### config.mk
export PLATFORM = sky130hd
export DESIGN_NAME = logicnet_lut_layer_pipe
export DESIGN_NICKNAME = d
export VERILOG_FILES = /design/src/rtl/logicnet_lut_layer_pipe.sv
export SDC_FILE = /design/constraint.sdc
export NUM_CORES = 1
export LEC_CHECK = 0
export CAP_MARGIN = 20
export CORE_ASPECT_RATIO = 0.6
export CORE_MARGIN = 8
export CORE_UTILIZATION = 63
export CTS_BUF_LIST = sky130_fd_sc_hd__clkbuf_8
export DETAILED_ROUTE_END_ITERATION = 8
export PLACE_DENSITY = 0.81
export RECOVER_POWER = 100
export REMOVE_ABC_BUFFERS = 1
export SYNTH_ARGS = -nofsm -noshare
export SYNTH_HDL_FRONTEND = slang
export SYNTH_SLANG_ARGS = --single-unit
### constraint.sdc
create_clock -name clk -period 2.4 [get_ports clk]
set_input_delay 0.72 -clock clk [delete_from_list [all_inputs] [get_ports clk]]
set_output_delay 0.72 -clock clk [all_outputs]
set_load 0.05 [all_outputs]
### src/rtl/logicnet_lut_layer_pipe.sv
// Pipelined LogicNets layer of runtime-loadable truth-table neurons.
// Two register stages with valid/ready stream and a drain-then-load config port.
module logicnet_lut_layer_pipe #(
  parameter  int NUM_NEURONS = 4,
  parameter  int FANIN       = 3,
  parameter  int IN_BITS     = 2,
  parameter  int OUT_BITS    = 2,
  localparam int ADDR_W      = FANIN * IN_BITS,
  localparam int NID_W       = (NUM_NEURONS > 1) ? $clog2(NUM_NEURONS) : 1
) (
  input  logic                            clk,
  input  logic                            rst,
  input  logic                            in_valid,
  output logic                            in_ready,
  input  logic [NUM_NEURONS*ADDR_W-1:0]   in_data,
  output logic                            out_valid,
  input  logic                            out_ready,
  output logic [NUM_NEURONS*OUT_BITS-1:0] out_data,
  input  logic                            cfg_req,
  output logic                            cfg_ack,
  input  logic                            cfg_we,
  input  logic [NID_W-1:0]                cfg_neuron,
  input  logic [ADDR_W-1:0]               cfg_addr,
  input  logic [OUT_BITS-1:0]             cfg_data
);

  localparam int              DEPTH = 1 << ADDR_W;
  localparam logic [NID_W:0]  NN_W  = (NID_W + 1)'(NUM_NEURONS);

  typedef enum logic [1:0] {
    RUN,
    DRAIN,
    CFG
  } state_e;

  state_e state_q, state_d;

  logic                            s1_valid_q, s1_valid_d;
  logic [NUM_NEURONS*ADDR_W-1:0]   s1_data_q, s1_data_d;
  logic                            s2_valid_q, s2_valid_d;
  logic [NUM_NEURONS*OUT_BITS-1:0] out_data_q, out_data_d;
  logic [NUM_NEURONS*OUT_BITS-1:0] lut_rd;

  logic [OUT_BITS-1:0] tbl_q [NUM_NEURONS][DEPTH];

  logic s2_adv, s1_adv, in_fire, cfg_wr;

  assign s2_adv   = !s2_valid_q || out_ready;
  assign s1_adv   = !s1_valid_q || s2_adv;
  assign in_ready = (state_q == RUN) && s1_adv;
  assign in_fire  = in_valid && in_ready;

  assign out_valid = s2_valid_q;
  assign out_data  = out_data_q;
  assign cfg_ack   = (state_q == CFG);

  assign cfg_wr = (state_q == CFG) && cfg_we && ({1'b0, cfg_neuron} < NN_W);

  // Asynchronous table read of the S1 address, captured by S2.
  for (genvar n = 0; n < NUM_NEURONS; n++) begin : g_rd
    assign lut_rd[n*OUT_BITS +: OUT_BITS] =
      tbl_q[n][s1_data_q[n*ADDR_W +: ADDR_W]];
  end

  always_comb begin
    state_d = state_q;
    unique case (state_q)
      RUN:     if (cfg_req) state_d = DRAIN;
      DRAIN: begin
        if (!cfg_req)                       state_d = RUN;
        else if (!s1_valid_q && !s2_valid_q) state_d = CFG;
      end
      CFG:     if (!cfg_req) state_d = RUN;
      default: state_d = RUN;
    endcase
  end

  always_comb begin
    s1_valid_d = s1_valid_q;
    s1_data_d  = s1_data_q;
    s2_valid_d = s2_valid_q;
    out_data_d = out_data_q;
    if (s1_adv) begin
      s1_valid_d = in_fire;
      if (in_fire) s1_data_d = in_data;
    end
    if (s2_adv) begin
      s2_valid_d = s1_valid_q;
      if (s1_valid_q) out_data_d = lut_rd;
    end
  end

  always_ff @(posedge clk or posedge rst) begin
    if (rst) begin
      state_q    <= RUN;
      s1_valid_q <= 1'b0;
      s1_data_q  <= '0;
      s2_valid_q <= 1'b0;
      out_data_q <= '0;
    end else begin
      state_q    <= state_d;
      s1_valid_q <= s1_valid_d;
      s1_data_q  <= s1_data_d;
      s2_valid_q <= s2_valid_d;
      out_data_q <= out_data_d;
    end
  end

  // Table is RAM: no reset, contents survive rst.
  always_ff @(posedge clk) begin
    if (cfg_wr) tbl_q[cfg_neuron][cfg_addr] <= cfg_data;
  end

endmodule

# [Yosys cells after proc, flatten, opt, wreduce, memory -nomap -nowiden]
# Memory sizes are Yosys's and may differ from the RTL's.
# Index checks and enable logic that the tools add are counted.
[classes] magnitude_cmp=6 eq_ne=5 mux=21 bitwise=5 n_reduce_logical=13
[op_table] op="$mux 128" n=1
[op_table] op="$bmux 2 s6" n=4
[op_table] op="$ge 7x7->1 const B" n=5
[op_table] op="$not 6->7" n=5
[op_table] op="$mux 2" n=13
[op_table] op="$demux 2 s6" n=1
[op_table] op="$lt 7x1->1 const B" n=1
[op_table] op="$pmux 2 s3" n=1
[op_table] op="$logic_and 1x1->1" n=5
[op_table] op="$ne 2x2->1 const B" n=2
[op_table] op="$reduce_and 2->1" n=2
[op_table] op="$ne 3x3->1 const B" n=1
[op_table] op="$reduce_and 3->1" n=1
[op_table] op="$eq 2x1->1 const B" n=1
[op_table] op="$eq 2x2->1 const B" n=1
[op_table] op="$logic_not 1->1" n=2
[op_table] op="$logic_not 2->1" n=1
[op_table] op="$logic_or 1x1->1" n=2
[op_table] op="$mux 1" n=1
[word_totals] reg_bits=36 mem_bits_rw=512 output_inout_bits=11 memories=1
[mem_list] name="tbl_q" words=4 width=128 rd=4 rd_clocked_by_memory_dff=0 wr=1 line_no="44" rtl="logic [OUT_BITS-1:0] tbl_q [NUM_NEURONS][DEPTH];"

# [Longest topological paths before layout]
[logic_depth] ltp_word=6 depth_mapped=9 depth_no_buf=6

# [Worst setup path after synthesis]
# Ideal clock, no wire load.
[synth_path] path_type="flip-flop to flip-flop" startpoint="register s2_valid_q (netlist: out_valid)" endpoint="register s1_data_q[0]" t_arrival_ps=3015 path_slack_ps=-740 stages_incl_launch_ff=6 path_buffers=1 synth_period_minus_slack_ps=3140 cell_sequence="dfrtp_1 nor2b_1 a211oi_1 nand2_1 buf_2 mux2_2"
[synth_via] elab_chain_len=6
[synth_lines] element="start: declaration" line_no="40" rtl="logic s2_valid_q, s2_valid_d;"
[synth_lines] element="start signal: assignment" line_no="104" rtl="s2_valid_q <= s2_valid_d;"
[synth_lines] element="$logic_not 1->1" line_no="48" rtl="assign s2_adv = !s2_valid_q || out_ready;"
[synth_lines] element="$logic_or 1x1->1" line_no="48"
[synth_lines] element="$logic_or 1x1->1" line_no="49" rtl="assign s1_adv = !s1_valid_q || s2_adv;"
[synth_lines] element="$logic_and 1x1->1" line_no="50" rtl="assign in_ready = (state_q == RUN) && s1_adv;"
[synth_lines] element="named net in_ready" line_no="14" rtl="output logic in_ready,"
[synth_lines] element="$logic_and 1x1->1" line_no="51" rtl="assign in_fire = in_valid && in_ready;"
[synth_lines] element="$reduce_and 2->1 (no source line)"
[synth_lines] element="end signal: assignment" line_no="103" rtl="s1_data_q <= s1_data_d;"
[synth_lines] element="end: declaration" line_no="39" rtl="logic [NUM_NEURONS*ADDR_W-1:0] s1_data_q, s1_data_d;"
# The timed path passes the listed nets, and every way through them passes these cells.
# A chain may end at the register's enable or synchronous reset.

# [Worst setup path in the final report]
[layout_path] startpoint="register s2_valid_q (netlist: out_valid)" endpoint="output port in_ready"
[layout_via] elab_chain_len=4
[layout_lines] element="$logic_not 1->1" line_no="48"
[layout_lines] element="$logic_or 1x1->1" line_no="48"
[layout_lines] element="$logic_or 1x1->1" line_no="49"
[layout_lines] element="$logic_and 1x1->1" line_no="50"
[layout_lines] element="end: declaration" line_no="14"
# No other way between the ends.

==> flow_summary.json <==
{
  "period_minus_slack_ps": 2346,
  "criticalPathCategory": "reg2out",
  "start_kind": "register",
  "ys_warn_count": 0,
  "p_seq_share_pct": 46.8,
  "antenna_cells": 0,
  "max_freq_ghz": 0.4263,
  "cp_num_buf_inv": 2,
  "gr-total-overflow": 0,
  "worstSetupEndpointType": "primary output",
  "ys_top_cells_by_area": "edfxtp_1 (68%), mux2i_1 (6.6%), mux4_2 (4.6%)",
  "rsz0062_at_grt": "yes",
  "slew_headroom_pct": 3.584,
  "syn_area_mm2": 0.02270,
  "first_pass_iters": 6,
  "clk_latency_ps": 650,
  "htree_levels": 3,
  "ys.flop_type": "edfxtp_1",
  "synth_edf_count": 512,
  "cp.required_ps": 1680,
  "antenna_found_initial": 0,
  "dpl.hpwl_um": 38640,
  "pwr-share-clk_pct": 28.6,
  "yosysSeqAreaShare_pct": 71.69,
  "grt_max_degree": 84,
  "mostFrequentLayoutCells": "edfxtp_1 (512), nor2_1 (273), mux2i_1 (149)",
  "drt-initial-drc-count": 2173,
  "crit_family": "flip-flops",
  "crit_fanout": 3,
  "cts_sinks": 548,
  "worst_slew_pin_slew_ps": 1446,
  "synthArstFlopShare_pct": 6.569,
  "p_sw_mw": 7.357,
  "skew_ps": 17.86,
  "path_clk_slew_ps": 70,
  "place.gp.congestion": 0.8943,
  "wl_per_cell_um": 26.15,
  "intPower_mw": 16.75,
  "tns_ps": 0,
  "grt_pass1_wl_um": 84040,
  "crit_slowest_cell": "dfrtp_1",
  "route.detailed.drc": 0,
  "grt_pass1_vias": 13480,
  "grt_use_total_pct": 26.71,
  "worstHoldPathType": "reg2reg",
  "crit_chain": "nor2b_4, a211oi_2, buf_4, buf_12",
  "mostFrequentLayoutCell": "edfxtp_1",
  "setup_viol": 0,
  "switching_share_pct": 30.52,
  "critical-path-max-stage-delay_ps": 400,
  "vias_per_cell": 6.480,
  "yosys.area.top_type_share_pct": 67.72,
  "yosys.area.top_type": "edfxtp_1",
  "routed_wl_um": 56570,
  "detail-route-antenna-nets": 0,
  "status": "completed",
  "post-route-period-util_pct": 97.75,
  "peakVddDrop_uv": 615.9,
  "rows": 54,
  "dieArea_mm2": 0.04257,
  "hold_depth": 2,
  "cts_root_buffer": "clkbuf_8",
  "cts_tree": "built",
  "arrival_ps": 1630,
  "syn_inst": 1464,
  "fin_util_pct": 71.28,
  "power.density_mw_per_mm2": 940.8,
  "whs_ps": 498.6,
  "share_comb_of_total_power_pct": 24.6,
  "drive_gt1_share_pct": 15.95,
  "ff2ff_path_depth": 7,
  "avgSynthCellArea_um2": 15.51,
  "leakagePower_nw": 8.812,
  "cp_num_cells": 4,
  "die_y_um": 163.1,
  "timing.final.hold_violations": 0,
  "drv_cap": 0,
  "coreArea_mm2": 0.03594,
  "cts_made_buffers": 75,
  "ys_ff_latch": 548,
  "nets": 1666,
  "initial_core_util_pct": 63.16,
  "place.port_buffers": 50,
  "finalMaxSlewViolations": 0,
  "yosysUniqueCellTypes": 46,
  "pin_count": 51,
  "syn_to_final_growth_pct": 12.84,
  "vias": 14020,
  "cts_buffer_depth": 3,
  "die_w_um": 261.1,
  "holdBufCountCts": 0
}
==> cell usage after synthesis, drive strengths merged (5+ instances only) <==
library cell	instances
or3	6
nor2	274
clkbuf	38
o221ai	6
nand2	112
nand2b	14
a22oi	58
nor3b	7
nor3	5
edfxtp	512
nor2b	13
o22ai	12
buf	48
mux2	30
mux4	60
nand4	7
o21ai	14
mux2i	149
nand3	27
a21oi	12
dfrtp	36
==> flip-flops by register name (all words and copies together), names as in the netlist <==
signal,flops
tbl_q,512
s1_data_q,24
out_data,8
state_q,2
out_valid,1
s1_valid_q,1
==> power by group through the flow <==
| stage | clock, mW | combinational, mW | sequential [mW] |
|---|---|---|---|
| finish | 6.89 | 5.92 | 11.3 |
| global route | 7.31 | 6.25 | 11.3 |
| CTS | 6.91 | 5.93 | 11.3 |
| detailed placement | 0 | 5.93 | 11.5 |
| global placement | 0 | 5.77 | 11.5 |
| floorplan | 0 | 3.21 | 12.0 |
==> tightest hold or removal path, stage by stage, from the launching register on <==
cell	delay, ps
dfrtp_1	340
nand2_1	50
nand3_1	70
==> per-stage QoR <==
| step | cell area (um2) | power, mW | setup slack, ps | std cells |
|---|---|---|---|---|
| after global routing | 25620 | 24.90 | -38.19 | 2163 |
| after global placement | 24540 | 17.23 | -251.4 | 2023 |
| after detailed placement | 24540 | 17.41 | -317.6 | 2023 |
| final | 25620 | 24.10 | 54.08 | 2163 |
| after floorplan | 22290 | 15.25 | -1139 | 1378 |
| after CTS | 25980 | 24.11 | 25.06 | 2163 |
==> per-layer routing <==
metal	vias to the layer above	GRT usage, %	wire length (um)	share of wire [%]
met4	0	4.991	960	1.7
met5	-	0	0	0
met3	92	10.28	8567	15
met2	1069	36.12	23520	42
met1	6966	41.18	23520	42
li1	5890	-	-	-
==> kinds of logic (layout without fill, tap and decap cells) <==
| group | count (synthesis) | after routing | share of synthesized area [%] |
|---|---|---|---|
| flops | 548 | 548 | 71.69 |
| mux | 239 | 239 | 14.24 |
| compound gates | 113 | 113 | 3.444 |
| buf+inv | 87 | 310 | 1.835 |
| simple gates | 477 | 477 | 8.795 |
==> worst paths after layout <==
check | start | endpoint | slack [ps]
max in group asynchronous | rst | s1_data_q[2] | 530
setup reg to reg | s1_data_q[8] | out_data[3] | 100
min in group asynchronous | rst | s1_data_q[15] | 600
hold reg to reg | out_data[3] | out_data[3] | 500
hold / removal | out_data[3] | out_data[3] | 500
setup / recovery | out_valid | in_ready | 50
==> area by class of cell <==
class	count	area, um2
Inverter	1	3.754
Clock buffer	81	1115
Tap cell	476	595.6
Fill cell	2241	10320
Timing Repair Buffer	171	1284
Multi-Input combinational cell	829	6036
Clock inverter	57	304.0
Sequential cell	548	16280
==> repair_timing <==
action | 4_1_cts | 5_1_grt
buffers inserted | 2 | 0
pin swaps | 1 | 0
endpoints found under the hold margin | 0 | 0
setup endpoints to repair | 13 | 3
resized for setup | 15 | 1
(Power assumes the default switching activity.)
